[src/rtl/dm_pkg.sv]
// dm_pkg: data-memory parameters shared by the store buffer and the memory.
//   DM_ADDR_W  byte address width of the data memory port
//   DM_WORDS   number of 32-bit words in the data memory
//   sb_entry_t one buffered store {word address, data, pc}
//   dm_word_idx() word index of a byte address inside the memory array
package dm_pkg;

  localparam int DM_ADDR_W  = 16;
  localparam int DM_WORDS   = 3072;
  localparam int SB_WADDR_W = DM_ADDR_W - 2;

  typedef struct packed {
    logic [SB_WADDR_W-1:0] waddr;
    logic [31:0]           data;
    logic [31:0]           pc;
  } sb_entry_t;

  function automatic logic [11:0] dm_word_idx(input logic [DM_ADDR_W-1:0] addr);
    return addr[13:2];
  endfunction

endpackage

[src/rtl/store_buffer_match.sv]
// store_buffer_match: load-address lookup across the buffered entries.
// Ports:
//   waddr_arr  in  word address of every slot
//   valid      in  occupied-slot mask
//   head       in  head pointer (oldest entry)
//   ld_waddr   in  word address of the current load
//   hit        out any occupied slot matches
//   idx        out slot index of the youngest match (head when no match)
module store_buffer_match
  import dm_pkg::*;
#(
  parameter int DEPTH = 4,
  parameter int AW    = 14
) (
  input  logic [AW-1:0]            waddr_arr [DEPTH],
  input  logic [DEPTH-1:0]         valid,
  input  logic [$clog2(DEPTH)-1:0] head,
  input  logic [AW-1:0]            ld_waddr,
  output logic                     hit,
  output logic [$clog2(DEPTH)-1:0] idx
);

  localparam int PW = $clog2(DEPTH);

  logic [PW-1:0] pos;

  // Walk from the oldest entry toward the tail; a later match overrides an
  // earlier one, so the surviving index is the youngest matching store.
  always_comb begin
    hit = 1'b0;
    idx = head;
    pos = head;
    for (int off = 0; off < DEPTH; off++) begin
      pos = head + PW'(off);
      if (valid[pos] && (waddr_arr[pos] == ld_waddr)) begin
        hit = 1'b1;
        idx = pos;
      end
    end
  end

endmodule

[src/rtl/store_buffer.sv]
// store_buffer: posted-write FIFO between execute and the data memory write
// port, with a load-address check so loads never see stale memory data.
// Build option: STORE_BUFFER_FWD_EN -- when defined, ld_data returns the
// youngest matching store; otherwise ld_data is 0 and ld_hit is a conflict
// flag the CPU stalls on.
// Ports:
//   clk, reset                  clock, synchronous active-high reset
//   st_valid/st_ready           store handshake
//   st_addr, st_data, st_pc     store byte address (bits [1:0] ignored), word, pc
//   ld_addr                     load byte address (bits [1:0] ignored)
//   ld_hit, ld_data             load match flag and forwarded data
//   drain_hold                  blocks retirement this cycle
//   dm_we, dm_addr, dm_wd, dm_pc  data memory write port (head entry)
//   count, empty, full          occupancy
module store_buffer
  import dm_pkg::*;
#(
  parameter int DEPTH  = 4,
  parameter int ADDR_W = DM_ADDR_W,
  parameter int DATA_W = 32
) (
  input  logic                     clk,
  input  logic                     reset,
  input  logic                     st_valid,
  output logic                     st_ready,
  input  logic [ADDR_W-1:0]        st_addr,
  input  logic [DATA_W-1:0]        st_data,
  input  logic [31:0]              st_pc,
  input  logic [ADDR_W-1:0]        ld_addr,
  output logic                     ld_hit,
  output logic [DATA_W-1:0]        ld_data,
  input  logic                     drain_hold,
  output logic                     dm_we,
  output logic [ADDR_W-1:0]        dm_addr,
  output logic [DATA_W-1:0]        dm_wd,
  output logic [31:0]              dm_pc,
  output logic [$clog2(DEPTH):0]   count,
  output logic                     empty,
  output logic                     full
);

  localparam int PW = $clog2(DEPTH);
  localparam int CW = PW + 1;
  localparam int AW = ADDR_W - 2;

  logic [PW-1:0]     head_q, head_d;
  logic [PW-1:0]     tail_q, tail_d;
  logic [CW-1:0]     count_q, count_d;

  logic [AW-1:0]     waddr_q [DEPTH];
  logic [DATA_W-1:0] data_q  [DEPTH];
  logic [31:0]       pc_q    [DEPTH];

  logic              push;
  logic              pop;
  logic [DEPTH-1:0]  valid;
  logic [PW-1:0]     offset;
  logic              match_hit;
  logic [PW-1:0]     match_idx;

  assign empty    = (count_q == '0);
  assign full     = (count_q == CW'(DEPTH));
  assign count    = count_q;
  assign st_ready = !full;

  assign push  = st_valid && !full;
  assign dm_we = !empty && !drain_hold;
  assign pop   = dm_we;

  always_comb begin
    head_d  = head_q;
    tail_d  = tail_q;
    count_d = count_q;
    if (push) tail_d = tail_q + 1'b1;
    if (pop)  head_d = head_q + 1'b1;
    count_d = count_q + CW'(push) - CW'(pop);
  end

  always_ff @(posedge clk) begin
    if (reset) begin
      head_q  <= '0;
      tail_q  <= '0;
      count_q <= '0;
    end else begin
      head_q  <= head_d;
      tail_q  <= tail_d;
      count_q <= count_d;
    end
  end

  // Slot storage needs no reset: nothing reads a slot outside the valid window.
  always_ff @(posedge clk) begin
    if (push) begin
      waddr_q[tail_q] <= st_addr[ADDR_W-1:2];
      data_q[tail_q]  <= st_data;
      pc_q[tail_q]    <= st_pc;
    end
  end

  // A slot is occupied when its distance from the head is below count.
  always_comb begin
    valid  = '0;
    offset = '0;
    for (int i = 0; i < DEPTH; i++) begin
      offset   = PW'(i) - head_q;
      valid[i] = ({1'b0, offset} < count_q);
    end
  end

  always_comb begin
    dm_addr = '0;
    dm_wd   = '0;
    dm_pc   = '0;
    if (!empty) begin
      dm_addr = {waddr_q[head_q], 2'b00};
      dm_wd   = data_q[head_q];
      dm_pc   = pc_q[head_q];
    end
  end

  store_buffer_match #(
    .DEPTH (DEPTH),
    .AW    (AW)
  ) u_match (
    .waddr_arr (waddr_q),
    .valid     (valid),
    .head      (head_q),
    .ld_waddr  (ld_addr[ADDR_W-1:2]),
    .hit       (match_hit),
    .idx       (match_idx)
  );

  assign ld_hit = match_hit;

`ifdef STORE_BUFFER_FWD_EN
  assign ld_data = match_hit ? data_q[match_idx] : '0;
`else
  assign ld_data = '0;
  logic unused_idx;
  assign unused_idx = ^match_idx;
`endif

  logic unused_low_bits;
  assign unused_low_bits = ^{st_addr[1:0], ld_addr[1:0]};

`ifndef SYNTHESIS
  always_ff @(posedge clk) begin
    if (!reset && dm_we)
      $display("@%08h: *%08h <= %08h", dm_pc, 32'(dm_addr), dm_wd);
  end
`endif

endmodule

[config.mk]
export PLATFORM = sky130hd
export DESIGN_NAME = store_buffer
export DESIGN_NICKNAME = d
export VERILOG_FILES = /design/src/rtl/dm_pkg.sv /design/src/rtl/store_buffer_match.sv /design/src/rtl/store_buffer.sv
export SDC_FILE = /design/constraint.sdc
export NUM_CORES = 1
export LEC_CHECK = 0
export BUFFER_PORTS_ARGS = -buffer_cell sky130_fd_sc_hd__buf_2
export CORE_MARGIN = 2
export CORE_UTILIZATION = 52
export CTS_BUF_LIST = sky130_fd_sc_hd__clkbuf_16
export DETAILED_ROUTE_END_ITERATION = 10
export GPL_TIMING_DRIVEN = 0
export PLACE_DENSITY_LB_ADDON = 0.25
export SYNTH_ARGS = -nofsm -noshare
export SYNTH_HDL_FRONTEND = slang
export SYNTH_HIERARCHICAL = 1
export SYNTH_SLANG_ARGS = --single-unit
[constraint.sdc]
create_clock -name clk -period 2.9 [get_ports clk]
set_input_delay 0 -clock clk [delete_from_list [all_inputs] [get_ports clk]]
set_output_delay 0 -clock clk [all_outputs]
set_load 0.01 [all_outputs]
==> flow_metrics.py <==
metrics = {
    "outcome": {
        "status": "finished with violations",
        "violations": "negative setup slack",
    },
    "setup_path": {
        "required_ps": 2900,
        "path_common_cell": "buf_6",
        "reg2reg_depth": 9,
        "crit_slowest_cell": "mux4_2",
        "crit-reg2reg-launch": "count[2]",
        "critPathMaxFanout": 10,
        "regToRegSetupSlack_ps": 470,
        "max_stage_delay_ps": 540,
        "critPathArrivalTime_ps": 2950,
        "cp-end-kind": "primary output",
        "worstSetupStartpointType": "register",
        "path_class": "reg -> out",
        "crit_chain": "buf_6 -> buf_6 -> buf_4 -> mux4_2 -> xor2_1 -> nor4_2 -> a31oi_1 -> nand3_2 -> buf_6",
        "r2r_end": "count[2]",
    },
    "run": {
        "maxCapViolCount": 0,
    },
    "power": {
        "switchingPower_uw": 4510,
        "p_per_area_nw_per_um2": 790,
        "p_int_uw": 10100,
        "ir_worst_vdd_v": 0.000835,
        "switching_share_pct": 30.9,
        "combPwrFrac_pct": 33.2,
        "p_seq_share_pct": 39.3,
        "p_leak_uw": 0.00653,
        "pwr-share-clk_pct": 27.5,
        "total_power_uw": 14600,
    },
    "route": {
        "drcViolationCount": 0,
        "ant_nets": 0,
        "drt_iter0_drc": 641,
        "wirelength_um": 34200,
        "wire_per_inst_um": 21.4,
        "viasPerCell": 5.48,
        "first_pass_iters": 5,
        "num_vias": 8745,
    },
    "finish": {
        "final_core_util_pct": 66.0,
        "multi_input_area_um2": 4870,
        "seqCellArea_um2": 9560,
        "fill_cells": 1955,
        "area_growth_pct": 24.3,
        "drive_above_1_share_pct": 34.2,
        "finalNetCount": 1303,
    },
    "global_route": {
        "grt_pass1_vias": 9225,
        "grt_max_degree": 49,
        "overflow": 0,
        "track_usage_pct": 23.0,
        "antenna_found_initial": 1,
        "grt_pass1_wl_um": 52700,
    },
    "placed_design": {
        "gp_congestion": 0.936,
        "portBuffers": 168,
        "place_worst_setup_slack_ps": -89.7,
        "dp_hpwl_um": 22700,
    },
    "clock_tree": {
        "clock_path_buffers": 3,
        "clkLatencyLatePin_ps": 510,
        "cts_num_sinks": 321,
        "root_buffer": "clkbuf_16",
        "cts_tree": "built",
        "numCtsBuffers": 34,
        "h-tree-depth": 2,
        "clkSlewWorstSetupHoldPaths_ps": 60,
    },
    "logic_synthesis": {
        "synth_cells": 865,
        "post_synth_instance_area_um2": 14900,
        "syn_area_per_cell_um2": 17.2,
        "synth-warning-count": 6,
    },
    "die": {
        "die_w_um": 173,
        "rows": 61,
        "initial_core_util_pct": 53.1,
        "dieArea_um2": 30000,
        "io_pins": 220,
        "die_h_um": 173,
        "core_region_area_um2": 28000,
    },
    "worst_hold_path": {
        "min_path_cells": 2,
        "hold_end": "pc_q[2][9]",
        "min-delay-start": "st_pc[9]",
        "hold_class": "in -> reg",
    },
    "timing": {
        "timing.fmax_mhz": 339,
        "rsz0062_at_grt": "yes",
        "setup_ws_ps": -52.1,
        "finalClockSkew_ps": 9.38,
        "fin_crit_sh_pct": 102,
        "worst_pin_slew_ps": 741,
        "hold_slack_ps": 233,
        "setup_tns_ps": -52.1,
        "period_minus_slack_ps": 2950,
        "setup_viol": 1,
        "drv_slew": 0,
        "hold_viol_final": 0,
        "max_slew_margin_pct": 50.6,
    },
}
==> routing by layer <==
metal  GRT usage, %  vias up  part of all wire (%)
met5              0        -                     0
met4           6.89        0                   2.4
met3           5.19       56                   6.1
met2           39.0      283                    50
met1           30.0     4406                    41
li1               -     4000                     -
==> state kept, by name, indices dropped and copies added, names as in the netlist, named ones only <==
register,flops
waddr_q,56
data_q,128
tail_q,2
pc_q,128
count,3
head_q,2
==> placed cells by master (no fill, tap or decap), types with 3 or more instances in the layout <==
cell           count
xnor2_1           40
clkbuf_16         35
mux2i_2            4
nor2b_1           85
dlygate4sd3_1     82
buf_2            180
clkbuf_1          13
o21ai_0           12
inv_1             23
xor2_1             8
clkinv_1          11
mux2_2             8
a21oi_1           23
mux2i_1           54
a22oi_1            3
mux4_2            89
nand2b_1           5
o22ai_1            6
buf_16             4
buf_6             14
buf_4             46
clkinv_2           4
nand2_1            7
a211oi_1           7
edfxtp_1         312
conb_1            34
a222oi_1           3
dfxtp_1            7
buf_12             3
nor4_1             3
nor3_1             3
and2_4             4
nor2_1            15
ha_1              10
nand3_1            4
==> layout make-up <==
cell class	instances	area share, %
antenna	1	0.0135
buffer	88	3.61
clock buffer	35	4.74
clock inverter	27	0.853
inverter	16	0.325
multi-input combinational	471	26.3
sequential	321	51.7
tap	378	2.56
timing repair buffer	260	9.86
==> power by group through the flow <==
stage,Clock (µW),Sequential [µW],Combinational (µW)
2_1_floorplan,0,5790,3040
3_3_place_gp,0,5830,4560
3_5_place_dp,0,5830,4620
4_1_cts,4070,5740,4820
5_1_grt,4280,5780,5230
6_report,4010,5740,4850
==> metrics by stage <==
stage,std cells,cell area [µm²]
finish,1597,18500
global route,1597,18500
detailed placement,1448,16400
CTS,1595,18400
floorplan,898,15000
global placement,1444,16300
==> worst max-delay path by stage <==
stage	startpoint	endpoint	slack [ps]	cells past startpoint
after floorplan	count[2]	count[2]	440	10
after detailed placement	head_q[1]	ld_hit	-90	12
after CTS	head_q[1]	ld_hit	-100	13
final	head_q[1]	ld_hit	-50	9
after global placement	count[0]	pc_q[0][22]	-320	5
after global routing	head_q[1]	ld_hit	-110	12
==> critical path, delay by kind of cell, from the launching register on <==
kind / cells / cell delay, ps
flip-flops: 1 / 370
AND/OR/NAND/NOR: 2 / 430
XOR/XNOR: 1 / 200
AO/OA/AOI/OAI: 1 / 170
multiplexers: 1 / 540
buffers and inverters: 4 / 730
==> what timing repair did <==
item,in CTS,in global routing
hold endpoints to repair,321,0
pin swaps,9,11
hold buffers,82,0
setup buffers,3,3
resized for setup,27,20
endpoints found under the setup margin,1,2
Note: power is estimated with default switching activity, not from simulation.
